===== src/rtl/program_loader.sv =====
// Streams a host byte image (count header, LE payload words, XOR checksum) into main_memory
// and keeps the CPU held in reset until an image has been written and verified.
module program_loader #(
   parameter logic [31:0] BASE_ADDR = 32'h0,
   parameter int unsigned MAX_WORDS = 2048
) (
   input  logic        clk,
   input  logic        rst,
   input  logic        in_valid,
   input  logic [7:0]  in_data,
   output logic        in_ready,
   input  logic        start,
   output logic [31:0] mem_waddr,
   output logic [31:0] mem_wdata,
   output logic        mem_wen,
   output logic        cpu_hold,
   output logic        load_done,
   output logic        load_error,
   output logic [31:0] words_loaded
);

   localparam logic [2:0] S_HDR  = 3'd0;
   localparam logic [2:0] S_DATA = 3'd1;
   localparam logic [2:0] S_CSUM = 3'd2;
   localparam logic [2:0] S_DONE = 3'd3;
   localparam logic [2:0] S_ERR  = 3'd4;

   localparam logic [31:0] L_MAX_WORDS = 32'(MAX_WORDS);

   logic [2:0]  r_state;
   logic [1:0]  r_byte_idx;
   logic [31:0] r_count;
   logic [23:0] r_word;
   logic [7:0]  r_xor;
   logic        r_mem_wen;
   logic [31:0] r_mem_waddr;
   logic [31:0] r_mem_wdata;
   logic [31:0] r_words_loaded;

   logic        w_loading;
   logic        w_accept;
   logic        w_last_byte;
   logic [31:0] w_full_count;
   logic [31:0] w_full_word;
   logic [7:0]  w_xor_next;
   logic        w_last_word;

   assign w_loading   = (r_state == S_HDR) || (r_state == S_DATA) || (r_state == S_CSUM);
   assign w_accept    = in_valid && w_loading;
   assign w_last_byte = (r_byte_idx == 2'd3);
   assign w_xor_next  = r_xor ^ in_data;

   // Bytes arrive LSB first, so shifting in from the top leaves byte 0 in bits [7:0].
   assign w_full_count = {in_data, r_count[31:8]};
   assign w_full_word  = {in_data, r_word};
   assign w_last_word  = ((r_words_loaded + 32'd1) == r_count);

   // NOTE: every register below is assigned with <= so all of them update together on
   // the edge; a blocking = would let later statements see half-updated state.
   always_ff @(posedge clk or negedge rst) begin
      if (!rst) begin
         r_state        <= S_HDR;
         r_byte_idx     <= 2'd0;
         r_count        <= 32'd0;
         r_word         <= 24'd0;
         r_xor          <= 8'd0;
         r_mem_wen      <= 1'b0;
         r_mem_waddr    <= 32'd0;
         r_mem_wdata    <= 32'd0;
         r_words_loaded <= 32'd0;
      end else begin
         r_mem_wen <= 1'b0;
         case (r_state)
            S_HDR: begin
               if (w_accept) begin
                  r_xor      <= w_xor_next;
                  r_byte_idx <= r_byte_idx + 2'd1;
                  r_count    <= w_full_count;
                  if (w_last_byte) begin
                     if (w_full_count == 32'd0) begin
                        r_state <= S_CSUM;
                     end else if (w_full_count > L_MAX_WORDS) begin
                        r_state <= S_ERR;
                     end else begin
                        r_state <= S_DATA;
                     end
                  end
               end
            end

            S_DATA: begin
               if (w_accept) begin
                  r_xor      <= w_xor_next;
                  r_byte_idx <= r_byte_idx + 2'd1;
                  r_word     <= {in_data, r_word[23:8]};
                  if (w_last_byte) begin
                     r_mem_wen      <= 1'b1;
                     r_mem_waddr    <= BASE_ADDR + r_words_loaded;
                     r_mem_wdata    <= w_full_word;
                     r_words_loaded <= r_words_loaded + 32'd1;
                     if (w_last_word) begin
                        r_state <= S_CSUM;
                     end
                  end
               end
            end

            S_CSUM: begin
               if (w_accept) begin
                  r_state <= (in_data == r_xor) ? S_DONE : S_ERR;
               end
            end

            S_DONE, S_ERR: begin
               // Re-arm keeps the last memory address/data visible; only the load state clears.
               if (start) begin
                  r_state        <= S_HDR;
                  r_byte_idx     <= 2'd0;
                  r_count        <= 32'd0;
                  r_word         <= 24'd0;
                  r_xor          <= 8'd0;
                  r_words_loaded <= 32'd0;
               end
            end

            default: begin
               r_state <= S_ERR;
            end
         endcase
      end
   end

   assign in_ready     = w_loading;
   assign mem_wen      = r_mem_wen;
   assign mem_waddr    = r_mem_waddr;
   assign mem_wdata    = r_mem_wdata;
   assign cpu_hold     = (r_state != S_DONE);
   assign load_done    = (r_state == S_DONE);
   assign load_error   = (r_state == S_ERR);
   assign words_loaded = r_words_loaded;

endmodule


===== config.mk =====
export PLATFORM = sky130hd
export DESIGN_NAME = program_loader
export DESIGN_NICKNAME = d
export VERILOG_FILES = /design/src/rtl/program_loader.sv
export SDC_FILE = /design/constraint.sdc
export NUM_CORES = 1
export LEC_CHECK = 0
export CAP_MARGIN = 5
export CELL_PAD_IN_SITES_DETAIL_PLACEMENT = 0
export CELL_PAD_IN_SITES_GLOBAL_PLACEMENT = 2
export CORE_MARGIN = 4
export CORE_UTILIZATION = 36
export CTS_CLUSTER_SIZE = 28
export DETAILED_ROUTE_END_ITERATION = 16
export PLACE_DENSITY = 0.82
export SLEW_MARGIN = 10
export SYNTH_ARGS = -nofsm -noshare
export SYNTH_HDL_FRONTEND = slang
export SYNTH_SLANG_ARGS = --single-unit

===== constraint.sdc =====
create_clock -name clk -period 7.3 [get_ports clk]
set_clock_uncertainty 0.2 [all_clocks]
set_input_delay 1.095 -clock clk [delete_from_list [all_inputs] [get_ports clk]]
set_output_delay 1.095 -clock clk [all_outputs]
set_load 0.01 [all_outputs]

# Yosys cells after proc, flatten, opt, wreduce, memory -nomap -nowiden
# Cells that the tools add are included.
# op_classes
n_eq_ne	16
order_cmp	1
bitwise_logic	1
add_sub_neg	2
reduce_logical	16
muxes	29
# op_table
cell	count
$mux W32	4
$pmux W32 S2	2
$mux W24	2
$pmux W24 S2	1
$add A32 B1 Y32 const B	1
$eq A32 B32 Y1	1
$gt A32 B12 Y1 const B	1
$logic_not A32 Y1	1
$mux W3	10
$mux W8	2
$pmux W8 S2	1
$ne A2 B2 Y1 const B	7
$pmux W3 S4	1
$reduce_and A3 Y1	4
$eq A8 B8 Y1	1
$xor A8 B8 Y8	1
$reduce_and A7 Y1	1
$eq A3 B2 Y1 const B	2
$reduce_bool A2 Y1	3
$mux W2	2
$pmux W2 S2	1
$reduce_and A4 Y1	1
$reduce_or A2 Y1	2
$eq A3 B1 Y1 const B	1
other kinds (9)	12
# word_totals
inputBits	12
ff_bits	166
output_inout_bits	101
wordCells	74

# Longest topological paths before layout
# depth
ltp_word	6
ltp_mapped	11
depth_no_buf	9

# Worst setup path after synthesis
# No wires, ideal clock.
# synth_path
path_kind	register -> register
start	reg r_words_loaded[19] (netlist: words_loaded[19])
end	reg r_state[1]
synth_period_minus_slack_ns	2.940
t_arrival_ns	2.672
slack_ns	4.360
stages_incl_launch_ff	10
path_cell_list	dfrtp_1 buf_2 nand3_1 or4_1 nor4_1 mux2_2 nor4_1 nand4_1 o311ai_2 and4b_1
# synth_via
elab_chain_cells	4
# synth_rtl
element	line_no	rtl
start: declaration	38	logic [31:0] r_words_loaded;
start signal: assignment	100	r_words_loaded <= r_words_loaded + 32'd1;
$add A32 B1 Y32	56	assign w_last_word = ((r_words_loaded + 32'd1) == r_count);
$eq A32 B32 Y1	56	
$ne A2 B2 Y1 (no line)	-	
$reduce_and A7 Y1 (no line)	-	
end signal: assignment	110	r_state <= (in_data == r_xor) ? S_DONE : S_ERR;
end: declaration	30	logic [2:0] r_state;
# No other way between the ends.
# A chain may end at the register's enable or synchronous reset.

# Worst setup path after layout
# layout_path
start	reg r_words_loaded[0] (netlist: words_loaded[0])
end	reg r_state[1]
# Same word-level chain as after synthesis.

==> reports/metrics.csv <==
metric,value,unit
syn_nets,944,
tightest_slew,969.4,ps
layout-drive-gt1-share,5.911,%
path_clk_slew,70,ps
synth-edff-count,0,
startpoint_type,flop,
setup_viol,0,
grt_start_max_net_pins,73,
clock_latency,420,ps
yosysWarnings,0,
globalRoute.totalOverflow,0,
start_util,37.01,%
drt_iter0_markers,480,
final_max_slew_viol_count,0,
drtPass1Iterations,5,
rsz0062_at_grt,false,
yosysTopAreaCellShare,50.95,%
p_leak,0.004514,uW
cts-hold-fix-buffers,0,
cp.arrival,4040,ps
min_to,mem_wdata[5],
reg2reg_depth,9,
synthTopCellsByArea,"dfrtp_1 51%, nand2_1 14%, o21ai_0 5.8%",
antenna_cells,0,
ir_worst_vdd,239.6,uV
vias,6773,
post-route-period-util,53.16,%
maxClockFrequency,257.7,MHz
ios,113,
setup-tns-final,0,ps
fp.dieH,158.5,um
cts_buffers,17,
synth.avg_cell_area,8.766,um2
vias_per_cell,5.230,
place_congestion,0.8145,
ys_types,59,
hold_violations,0,
row_count,54,
clk_path_buf_depth,2,
synth_top_area_cell,dfrtp_1,
die_w,158.5,um
fin_total_pwr,3267,uW
holdPathStages,2,
cap_violations,0,
final.min_clock_period,3881,ps
crit_type,reg -> reg,
antenna_found_initial,0,
powerDensity,325.5,nW/um2
portBuffers,112,
nets,1016,
ys_seq_area_share,50.95,%
min_from,r_word[5],
synth_area,8153,um2
track_usage,18.46,%
fp.coreArea,22030,um2
clock-sinks,166,
synth_cells,930,
ys_seq_elements,166,
dp.final_hpwl,14960,um
area_growth,23.11,%
setup.worst_path.end_class,flop,
cp.required,7460,ps
drc,0,
slew-limit-headroom,35.30,%
synth-async-reset-ratio,100.0,%
post-place-ws,3075,ps
htreeDepth,4,
cts_tree,done,
first_global_vias,6629,
postCtsSetupBuffers,0,
critical_path_peak_fanout,9,
die_area,25120,um2
reg2reg_from,words_loaded[0],
ctsResizeCount,0,
grt_pass1_wl,37040,um
mostFrequentLayoutCells,"297 x nand2_1, 166 x dfrtp_1, 111 x clkdlybuf4s50_1",
status,"complete, no violations",
rrSetupSlack,3420,ps
antenna_left,0,
routed_wl,22400,um
hold_path.class,reg -> reg,
r2r_end,r_state[1],
post_drt_wl_per_cell,17.30,um
cts_root_buf,clkbuf_16,
final_common_cell,nand2_1,
fin_ws,3419,ps
synth_ff_type,dfrtp_1,
power breakdown:
part	switching [uW]	total (uW)	internal, uW
Combinational	555	982	427
Clock	403	929	527
Sequential	223	1360	1130
synth_stat cells (11+ instances only):
library cell	count
a21oi_1	29
a22o_1	26
clkbuf_1	50
dfrtp_1	166
inv_1	11
nand2_1	297
nand3_1	21
nand4_1	15
nor2_1	32
nor4_1	15
o21ai_0	95
o31ai_1	15
xnor2_1	30
xor2_1	26
kinds of logic after synthesis:
group                      after synthesis  share of synthesized area, %
AOI/OAI and AO/OA                      192                         14.47
and+or+nand+nor                        433                         23.82
buffers and inverters                   77                         3.898
DFF                                    166                         50.95
adders and majority gates                2                        0.3069
muxes                                    4                        0.5371
xor gates and xnor gates                56                         6.016
registers in the layout, indices dropped and copies added, names as in the netlist:
name,count
mem_wdata,32
words_loaded,32
r_xor,8
r_word,24
mem_waddr,32
mem_wen,1
r_count,32
r_byte_idx,2
r_state,3
per-stage QoR:
| stage | std cells | utilization [%] | hold WS, ps | area, um2 |
|---|---|---|---|---|
| CTS | 1295 | 45.57 | 275.1 | 10040 |
| floorplan | 930 | - | 238.6 | 8153 |
| global placement | 1263 | 42.82 | 256.9 | 9432 |
| global route | 1295 | 45.57 | 293.9 | 10040 |
| detailed placement | 1263 | 42.82 | 255.6 | 9432 |
| finish | 1295 | 45.57 | 270.7 | 10040 |
final cells by class:
class	count	area (um2)
Fill cell	2178	11990
Sequential cell	166	4154
Multi-Input combinational cell	687	3711
Timing Repair Buffer	119	1175
Clock buffer	19	442.9
Tap cell	280	350.3
Clock inverter	13	162.7
Inverter	11	41.29
critical path, stage by stage, from the launching register on:
cell and delay [ps]:
dfrtp_1 550, ha_1 390, nand3_1 380, nor3_2 620
and3_1 480, xnor2_1 160, nor4_2 280, nand4_1 200
o311ai_2 310, and4b_1 230
metal layers:
metal,track usage (%),up-vias,wire length [um]
met4,4.427,0,195
met2,28.25,153,10020
met5,0,-,0
met3,2.990,14,812
met1,27.51,3281,11370
li1,-,3325,-
worst max-delay path by stage:
stage	start	end	slack [ps]	cells past startpoint
finish	words_loaded[0]	r_state[1]	3420	9
global route	words_loaded[0]	r_state[1]	3200	9
CTS	words_loaded[0]	r_state[1]	3400	9
detailed placement	in_valid	words_loaded[20]	3080	9
global placement	in_valid	words_loaded[7]	3110	9
floorplan	words_loaded[19]	r_state[1]	4360	9
Note: power is estimated with default switching activity, not from simulation.
